## config.mk

```make
export PLATFORM = sky130hd
export DESIGN_NAME = uart_xcvr
export DESIGN_NICKNAME = d
export VERILOG_FILES = /design/src/rtl/uart_xcvr.sv
export SDC_FILE = /design/constraint.sdc
export NUM_CORES = 1
export LEC_CHECK = 0
export ABC_AREA = 1
export ABC_CLOCK_PERIOD_IN_PS = 2600
export CAP_MARGIN = 20
export CORE_AREA = 2 2 160 162
export CTS_CLUSTER_DIAMETER = 50
export DETAILED_ROUTE_END_ITERATION = 8
export DIE_AREA = 0 0 162 164
export GPL_TIMING_DRIVEN = 0
export PLACE_DENSITY = 0.67
export RECOVER_POWER = 25
export SLEW_MARGIN = 20
export SYNTH_ARGS = -nofsm -noshare
export SYNTH_HDL_FRONTEND = slang
export SYNTH_SLANG_ARGS = --single-unit
export TNS_END_PERCENT = 20
```

## constraint.sdc

```tcl
create_clock -name clk -period 2.6 [get_ports clk]
set_input_delay 0.39 -clock clk [delete_from_list [all_inputs] [get_ports clk]]
set_output_delay 0.39 -clock clk [all_outputs]
set_load 0.02 [all_outputs]
```

## src/rtl/uart_xcvr.sv

```systemverilog
// rtl/uart_xcvr.sv - UART transceiver with TX/RX FIFOs
// Define UART_PARITY_EN to add an even-parity bit after D7 on both directions.
module uart_xcvr #(
  parameter int CLK_DIV     = 434,
  parameter int FDEPTH_LOG2 = 3
) (
  input  logic                   clk,
  input  logic                   rst_n,
  input  logic                   rx,
  output logic                   tx,
  input  logic                   rx_rden,
  output logic [7:0]             rx_rdata,
  output logic                   rx_fifo_dvalid,
  output logic                   rx_fifo_full,
  output logic                   rx_fifo_overrun,
  output logic                   rx_fifo_underrun,
  output logic [FDEPTH_LOG2:0]   rx_fifo_rcntr,
  output logic                   rx_frame_err,
  input  logic [7:0]             tx_wdata,
  input  logic                   tx_wten,
  output logic                   tx_fifo_full,
  output logic                   tx_fifo_overrun,
  output logic                   tx_fifo_underrun
);
  localparam int PW = FDEPTH_LOG2;
  localparam int CW = FDEPTH_LOG2 + 1;
  localparam int DEPTH = 1 << FDEPTH_LOG2;
  localparam logic [CW-1:0] FULL_CNT  = CW'(DEPTH);
  localparam logic [15:0]   BIT_LAST  = 16'(CLK_DIV - 1);
  localparam logic [15:0]   HALF_LAST = 16'(CLK_DIV / 2 - 1);

`ifdef UART_PARITY_EN
  typedef enum logic [2:0] {S_IDLE, S_START, S_DATA, S_PARITY, S_STOP} state_t;
`else
  typedef enum logic [2:0] {S_IDLE, S_START, S_DATA, S_STOP} state_t;
`endif

  // TX FIFO
  logic [7:0]    tx_mem [DEPTH];
  logic [PW-1:0] tx_wptr, tx_rptr;
  logic [CW-1:0] tx_cnt, tx_cnt_nxt;
  logic          tx_dvalid, tx_pop, tx_push_ok, tx_pop_ok;
  logic [7:0]    tx_head;

  assign tx_push_ok = tx_wten && !tx_fifo_full;
  assign tx_pop_ok  = tx_pop && tx_dvalid;
  assign tx_cnt_nxt = tx_cnt + CW'(tx_push_ok) - CW'(tx_pop_ok);
  assign tx_head    = tx_mem[tx_rptr];

  always_ff @(posedge clk) begin
    if (tx_push_ok) tx_mem[tx_wptr] <= tx_wdata;
  end

  always_ff @(posedge clk) begin
    if (!rst_n) begin
      tx_wptr <= '0; tx_rptr <= '0; tx_cnt <= '0;
      tx_fifo_full <= 1'b0; tx_dvalid <= 1'b0;
      tx_fifo_overrun <= 1'b0; tx_fifo_underrun <= 1'b0;
    end else begin
      if (tx_push_ok) tx_wptr <= tx_wptr + PW'(1);
      if (tx_pop_ok)  tx_rptr <= tx_rptr + PW'(1);
      tx_cnt       <= tx_cnt_nxt;
      tx_fifo_full <= (tx_cnt_nxt == FULL_CNT);
      tx_dvalid    <= (tx_cnt_nxt != '0);
      if (tx_wten && tx_fifo_full) tx_fifo_overrun  <= 1'b1;
      if (tx_pop && !tx_dvalid)    tx_fifo_underrun <= 1'b1;
    end
  end

  // TX FSM; tx is registered from the next state so each level lasts exactly CLK_DIV clocks
  state_t      tx_state, tx_state_nxt;
  logic [15:0] tx_clk, tx_clk_nxt;
  logic [2:0]  tx_bit, tx_bit_nxt;
  logic [7:0]  tx_shift, tx_shift_nxt;
  logic        tx_nxt, tx_bit_end, tx_load;
`ifdef UART_PARITY_EN
  logic        tx_par, tx_par_nxt;
`endif

  assign tx_bit_end = (tx_clk == BIT_LAST);

  always_comb begin
    tx_state_nxt = tx_state;
    tx_clk_nxt   = tx_bit_end ? 16'd0 : tx_clk + 16'd1;
    tx_bit_nxt   = tx_bit;
    tx_shift_nxt = tx_shift;
    tx_pop       = 1'b0;
    tx_load      = 1'b0;
    tx_nxt       = 1'b1;
`ifdef UART_PARITY_EN
    tx_par_nxt   = tx_par;
`endif
    case (tx_state)
      S_IDLE: begin
        tx_clk_nxt = 16'd0;
        tx_load    = tx_dvalid;
      end
      S_START: if (tx_bit_end) begin
        tx_state_nxt = S_DATA;
        tx_bit_nxt   = 3'd0;
      end
      S_DATA: if (tx_bit_end) begin
        tx_shift_nxt = tx_shift >> 1;
        tx_bit_nxt   = tx_bit + 3'd1;
`ifdef UART_PARITY_EN
        if (tx_bit == 3'd7) tx_state_nxt = S_PARITY;
`else
        if (tx_bit == 3'd7) tx_state_nxt = S_STOP;
`endif
      end
`ifdef UART_PARITY_EN
      S_PARITY: if (tx_bit_end) tx_state_nxt = S_STOP;
`endif
      S_STOP: if (tx_bit_end) begin
        // chain straight into the next start bit so back-to-back frames have no idle gap
        tx_state_nxt = S_IDLE;
        tx_load      = tx_dvalid;
      end
      default: tx_state_nxt = S_IDLE;
    endcase
    if (tx_load) begin
      tx_pop       = 1'b1;
      tx_state_nxt = S_START;
      tx_shift_nxt = tx_head;
`ifdef UART_PARITY_EN
      tx_par_nxt   = ^tx_head;
`endif
    end
    case (tx_state_nxt)
      S_START:  tx_nxt = 1'b0;
      S_DATA:   tx_nxt = tx_shift_nxt[0];
`ifdef UART_PARITY_EN
      S_PARITY: tx_nxt = tx_par_nxt;
`endif
      default:  tx_nxt = 1'b1;
    endcase
  end

  always_ff @(posedge clk) begin
    if (!rst_n) begin
      tx_state <= S_IDLE; tx_clk <= '0; tx_bit <= '0; tx_shift <= '0; tx <= 1'b1;
`ifdef UART_PARITY_EN
      tx_par <= 1'b0;
`endif
    end else begin
      tx_state <= tx_state_nxt; tx_clk <= tx_clk_nxt; tx_bit <= tx_bit_nxt;
      tx_shift <= tx_shift_nxt; tx <= tx_nxt;
`ifdef UART_PARITY_EN
      tx_par <= tx_par_nxt;
`endif
    end
  end

  // RX synchroniser and FSM
  logic [1:0]  rx_sync;
  logic        rx_s, rx_prev, rx_push, rx_err, rx_par_ok;
  state_t      rx_state, rx_state_nxt;
  logic [15:0] rx_clk, rx_clk_nxt;
  logic [2:0]  rx_bit, rx_bit_nxt;
  logic [7:0]  rx_shift, rx_shift_nxt;
`ifdef UART_PARITY_EN
  logic        rx_par, rx_par_nxt;
  assign rx_par_ok = ~(^rx_shift ^ rx_par);
`else
  assign rx_par_ok = 1'b1;
`endif

  assign rx_s = rx_sync[1];

  always_comb begin
    rx_state_nxt = rx_state;
    rx_clk_nxt   = rx_clk + 16'd1;
    rx_bit_nxt   = rx_bit;
    rx_shift_nxt = rx_shift;
    rx_push      = 1'b0;
    rx_err       = 1'b0;
`ifdef UART_PARITY_EN
    rx_par_nxt   = rx_par;
`endif
    case (rx_state)
      S_IDLE: begin
        rx_clk_nxt = 16'd0;
        if (rx_prev && !rx_s) rx_state_nxt = S_START;
      end
      S_START: if (rx_clk == HALF_LAST) begin
        rx_clk_nxt   = 16'd0;
        rx_bit_nxt   = 3'd0;
        rx_state_nxt = rx_s ? S_IDLE : S_DATA;
      end
      S_DATA: if (rx_clk == BIT_LAST) begin
        rx_clk_nxt   = 16'd0;
        rx_shift_nxt = {rx_s, rx_shift[7:1]};
        rx_bit_nxt   = rx_bit + 3'd1;
`ifdef UART_PARITY_EN
        if (rx_bit == 3'd7) rx_state_nxt = S_PARITY;
`else
        if (rx_bit == 3'd7) rx_state_nxt = S_STOP;
`endif
      end
`ifdef UART_PARITY_EN
      S_PARITY: if (rx_clk == BIT_LAST) begin
        rx_clk_nxt   = 16'd0;
        rx_par_nxt   = rx_s;
        rx_state_nxt = S_STOP;
      end
`endif
      S_STOP: if (rx_clk == BIT_LAST) begin
        rx_state_nxt = S_IDLE;
        rx_push      = rx_s && rx_par_ok;
        rx_err       = !(rx_s && rx_par_ok);
      end
      default: rx_state_nxt = S_IDLE;
    endcase
  end

  always_ff @(posedge clk) begin
    if (!rst_n) begin
      rx_sync <= 2'b11; rx_prev <= 1'b1;
      rx_state <= S_IDLE; rx_clk <= '0; rx_bit <= '0; rx_shift <= '0;
      rx_frame_err <= 1'b0;
`ifdef UART_PARITY_EN
      rx_par <= 1'b0;
`endif
    end else begin
      rx_sync <= {rx_sync[0], rx}; rx_prev <= rx_s;
      rx_state <= rx_state_nxt; rx_clk <= rx_clk_nxt; rx_bit <= rx_bit_nxt;
      rx_shift <= rx_shift_nxt;
      if (rx_err) rx_frame_err <= 1'b1;
`ifdef UART_PARITY_EN
      rx_par <= rx_par_nxt;
`endif
    end
  end

  // RX FIFO, first-word-fall-through head
  logic [7:0]    rx_mem [DEPTH];
  logic [PW-1:0] rx_wptr, rx_rptr;
  logic [CW-1:0] rx_cnt_nxt;
  logic          rx_push_ok, rx_pop_ok;

  assign rx_push_ok = rx_push && !rx_fifo_full;
  assign rx_pop_ok  = rx_rden && rx_fifo_dvalid;
  assign rx_cnt_nxt = rx_fifo_rcntr + CW'(rx_push_ok) - CW'(rx_pop_ok);
  assign rx_rdata   = rx_mem[rx_rptr];

  always_ff @(posedge clk) begin
    if (rx_push_ok) rx_mem[rx_wptr] <= rx_shift;
  end

  always_ff @(posedge clk) begin
    if (!rst_n) begin
      rx_wptr <= '0; rx_rptr <= '0; rx_fifo_rcntr <= '0;
      rx_fifo_full <= 1'b0; rx_fifo_dvalid <= 1'b0;
      rx_fifo_overrun <= 1'b0; rx_fifo_underrun <= 1'b0;
    end else begin
      if (rx_push_ok) rx_wptr <= rx_wptr + PW'(1);
      if (rx_pop_ok)  rx_rptr <= rx_rptr + PW'(1);
      rx_fifo_rcntr  <= rx_cnt_nxt;
      rx_fifo_full   <= (rx_cnt_nxt == FULL_CNT);
      rx_fifo_dvalid <= (rx_cnt_nxt != '0);
      if (rx_push && rx_fifo_full)    rx_fifo_overrun  <= 1'b1;
      if (rx_rden && !rx_fifo_dvalid) rx_fifo_underrun <= 1'b1;
    end
  end
endmodule

```

==> flow_summary.json <==
{
  "first_pass_iters": 5,
  "utilization_pct": 47.6,
  "ys_ff_latch": 226,
  "row_count": 58,
  "yosys_warnings": 0,
  "outcome": "finished clean",
  "drc": 0,
  "final_nets": 1187,
  "final_layout_size_suffix_gt1_share_pct": 13.4,
  "p_leak_uw": 0.00458,
  "ant_nets": 0,
  "crit_required_ns": 3.00,
  "critPathArrivalTime_ns": 2.94,
  "fin_crit_ns": 2.54,
  "met3WireLength_mm": 1.11,
  "grt_max_degree": 15,
  "fillers": 2317,
  "yosysTopAreaCell": "edfxtp_1",
  "synth.distinct_cells": 43,
  "cp-start-kind": "flop",
  "critPathTopFamily": "simple AND/OR/NAND/NOR gates",
  "synthCells": 1075,
  "path_cells": "ha_4, inv_2, nor2_2, nand2_2, nor2_4, nand2_2, nand2_4, nand2_8, nor2_4, inv_2, nand2_2, ha_2, inv_2, fa_2, xnor2_2, inv_1, nand3b_1, nand2_1, nand2_1",
  "synth_area_per_cell_sq_um": 9.12,
  "dp.final_hpwl_mm": 14.0,
  "htree_levels": 1,
  "cts_tree": "done",
  "syn_area_sq_um": 9800,
  "ir_drop_mv": 0.630,
  "syn_nets": 1110,
  "wl_mm": 21.0,
  "yosysSeqAreaShare_pct": 59.2,
  "maxCapViolations": 0,
  "die_x_um": 162,
  "synth_ff_type": "edfxtp_1",
  "cts.sinks": 226,
  "io_pins": 34,
  "num_vias": 7223,
  "min_path_type": "flop to flop",
  "slowest_delay_ns": 0.37,
  "rsz0062_at_grt": "true",
  "p_per_area_nw_per_um2": 852,
  "clockBufferDepth": 3,
  "end_kind": "flop",
  "met1_length_mm": 9.10,
  "timing.fmax_mhz": 394,
  "syn_to_final_growth_pct": 20.6,
  "drv_slew": 0,
  "portBuffers": 33,
  "core_area_sq_um": 24800,
  "top_layer": "met4",
  "cts_buffers": 26,
  "grt_first_pass_wirelength_mm": 34.2,
  "wl_per_cell_um": 14.0,
  "layout_commonest_cell": "nand2_1",
  "fin_crit_sh_pct": 97.6,
  "met2WireLength_mm": 10.3,
  "slew_headroom_pct": 36.9,
  "yosys-top-cells-area": "edfxtp_1, dfxtp_1, nand2_1",
  "finalWorstSetupSlack_ns": 0.0629,
  "crit_buf_inv": 4,
  "synth-edff-count": 128,
  "die_h_um": 164,
  "final_cell_mix": "nand2_1, nor2_1, inv_1",
  "floorplan.initialDensity_pct": 39.5,
  "clk_latency_ns": 0.52,
  "die-area_sq_um": 26600,
  "async_flop_share_pct": 0,
  "worst_pin_slew_ns": 0.943,
  "grt_pass1_vias": 6937,
  "ctsHoldBuffers": 0,
  "totalPowerFinal_uw": 10100,
  "pre_cts_slack_ns": -0.359,
  "antenna_cells": 0,
  "yosysTopAreaCellShare_pct": 39.2,
  "clkTransAtPathRegs_ns": 0.06,
  "finalHoldViolCount": 0,
  "clock_skew_ns": 0.0170,
  "drt_iter0_drc": 403,
  "cts-root-buf": "clkbuf_16",
  "crit_fanout": 6,
  "viasPerCell": 4.81,
  "place_congestion": 0.813,
  "crit_path_top_delay_cell": "dfxtp_4",
  "antenna_found_initial": 0,
  "grt_usage_pct": 16.0,
  "grt_overflow": 0,
  "path_class": "flop to flop",
  "setup_viol": 0
}
path summary, 6_finish.rpt:
kind                          from                     to  slack [ns]  cells past startpoint
max           tx_clk[0]$_SDFF_PP0_   tx_dvalid$_SDFF_PN0_        0.06                     19
min          rx_sync[0]$_SDFF_PN1_  rx_sync[1]$_SDFF_PN1_        0.41                      1
max reg2reg   tx_clk[0]$_SDFF_PP0_   tx_dvalid$_SDFF_PN0_        0.06                     19
min reg2reg  rx_sync[0]$_SDFF_PN1_  rx_sync[1]$_SDFF_PN1_        0.41                      1
worst register-to-register path, cell delays in order, from the launching register on:
cell,delay [ns]
dfxtp_4,0.37
ha_4,0.14
inv_2,0.04
nor2_2,0.11
nand2_2,0.07
nor2_4,0.14
nand2_2,0.10
nand2_4,0.11
nand2_8,0.08
nor2_4,0.13
inv_2,0.06
nand2_2,0.05
ha_2,0.17
inv_2,0.04
fa_2,0.36
xnor2_2,0.13
inv_1,0.08
nand3b_1,0.10
nand2_1,0.08
nand2_1,0.07
power by group:
group	internal [uW]	leakage (uW)	switching, uW	total, uW
sequential	4000	0.00184	161	4160
combinational	917	0.00230	1340	2260
clock	2170	0.000441	1490	3660
routing by layer:
layer	vias to the layer above	GRT usage, %
met5	-	0
met1	3341	19.9
met4	0	5.35
li1	3698	-
met2	142	28.4
met3	42	2.63
metrics by stage:
stage / setup TNS [ns] / cells / hold WS [ns] / cell area, sq um
2_1_floorplan: 0 / 1075 / 0.393 / 9800
3_3_place_gp: -22.81 / 1438 / 0.399 / 10500
3_5_place_dp: -5.91 / 1441 / 0.400 / 10600
4_1_cts: -0.537 / 1489 / 0.418 / 11600
5_1_grt: -0.190 / 1502 / 0.429 / 11800
6_report: 0 / 1502 / 0.414 / 11800
area by class of cell:
type	count	area, sq um	area share [%]
sequential	226	5830	49.3
multi-input combinational	675	3510	29.7
clock buffer	34	787	6.66
inverter	141	532	4.50
timing repair buffer	50	459	3.88
tap	330	413	3.49
buffer	32	180	1.52
clock inverter	14	109	0.921
cells in the mapped netlist (4+ instances only):
| cell | n |
|---|---|
| nand2_1 | 228 |
| nor2_1 | 149 |
| inv_1 | 135 |
| edfxtp_1 | 128 |
| dfxtp_1 | 98 |
| nand3_1 | 85 |
| a21oi_1 | 42 |
| o21ai_0 | 37 |
| nor3_1 | 29 |
| clkbuf_1 | 22 |
| ha_1 | 20 |
| o32ai_1 | 16 |
| xor2_1 | 13 |
| nand4_1 | 10 |
| buf_2 | 9 |
| nor2_2 | 6 |
| or2_2 | 6 |
| inv_2 | 5 |
| nand2_2 | 4 |
what timing repair did:
| item | in CTS | in global routing |
|---|---|---|
| pin swaps | 1 | 16 |
| setup buffers | 1 | 13 |
| gates resized for setup | 32 | 50 |
| endpoints found under the setup margin | 24 | 17 |
| endpoints found under the hold margin | 0 | 0 |
flip-flops by register name, indices dropped and copies added, names as in the netlist, 2 cells and up, named ones only:
register,count
rx_wptr,3
rx_bit,3
rx_clk,16
rx_rptr,3
tx_wptr,3
rx_fifo_rcntr,4
rx_shift,8
tx_shift,8
tx_state,3
tx_rptr,3
rx_state,2
rx_sync,2
tx_clk,16
tx_mem,64
rx_mem,64
tx_cnt,4
tx_bit,3
cell families after synthesis:
| group | count (synthesis) | share of synthesized area, % |
|---|---|---|
| simple gates | 528 | 22.9 |
| flops | 226 | 59.2 |
| buf+inv | 174 | 6.89 |
| compound gates | 109 | 6.60 |
| fa+ha+maj | 22 | 2.96 |
| xor+xnor | 15 | 1.34 |
| other cells | 1 | 0.0383 |
No activity file was read; power rests on OpenSTA's default activity.
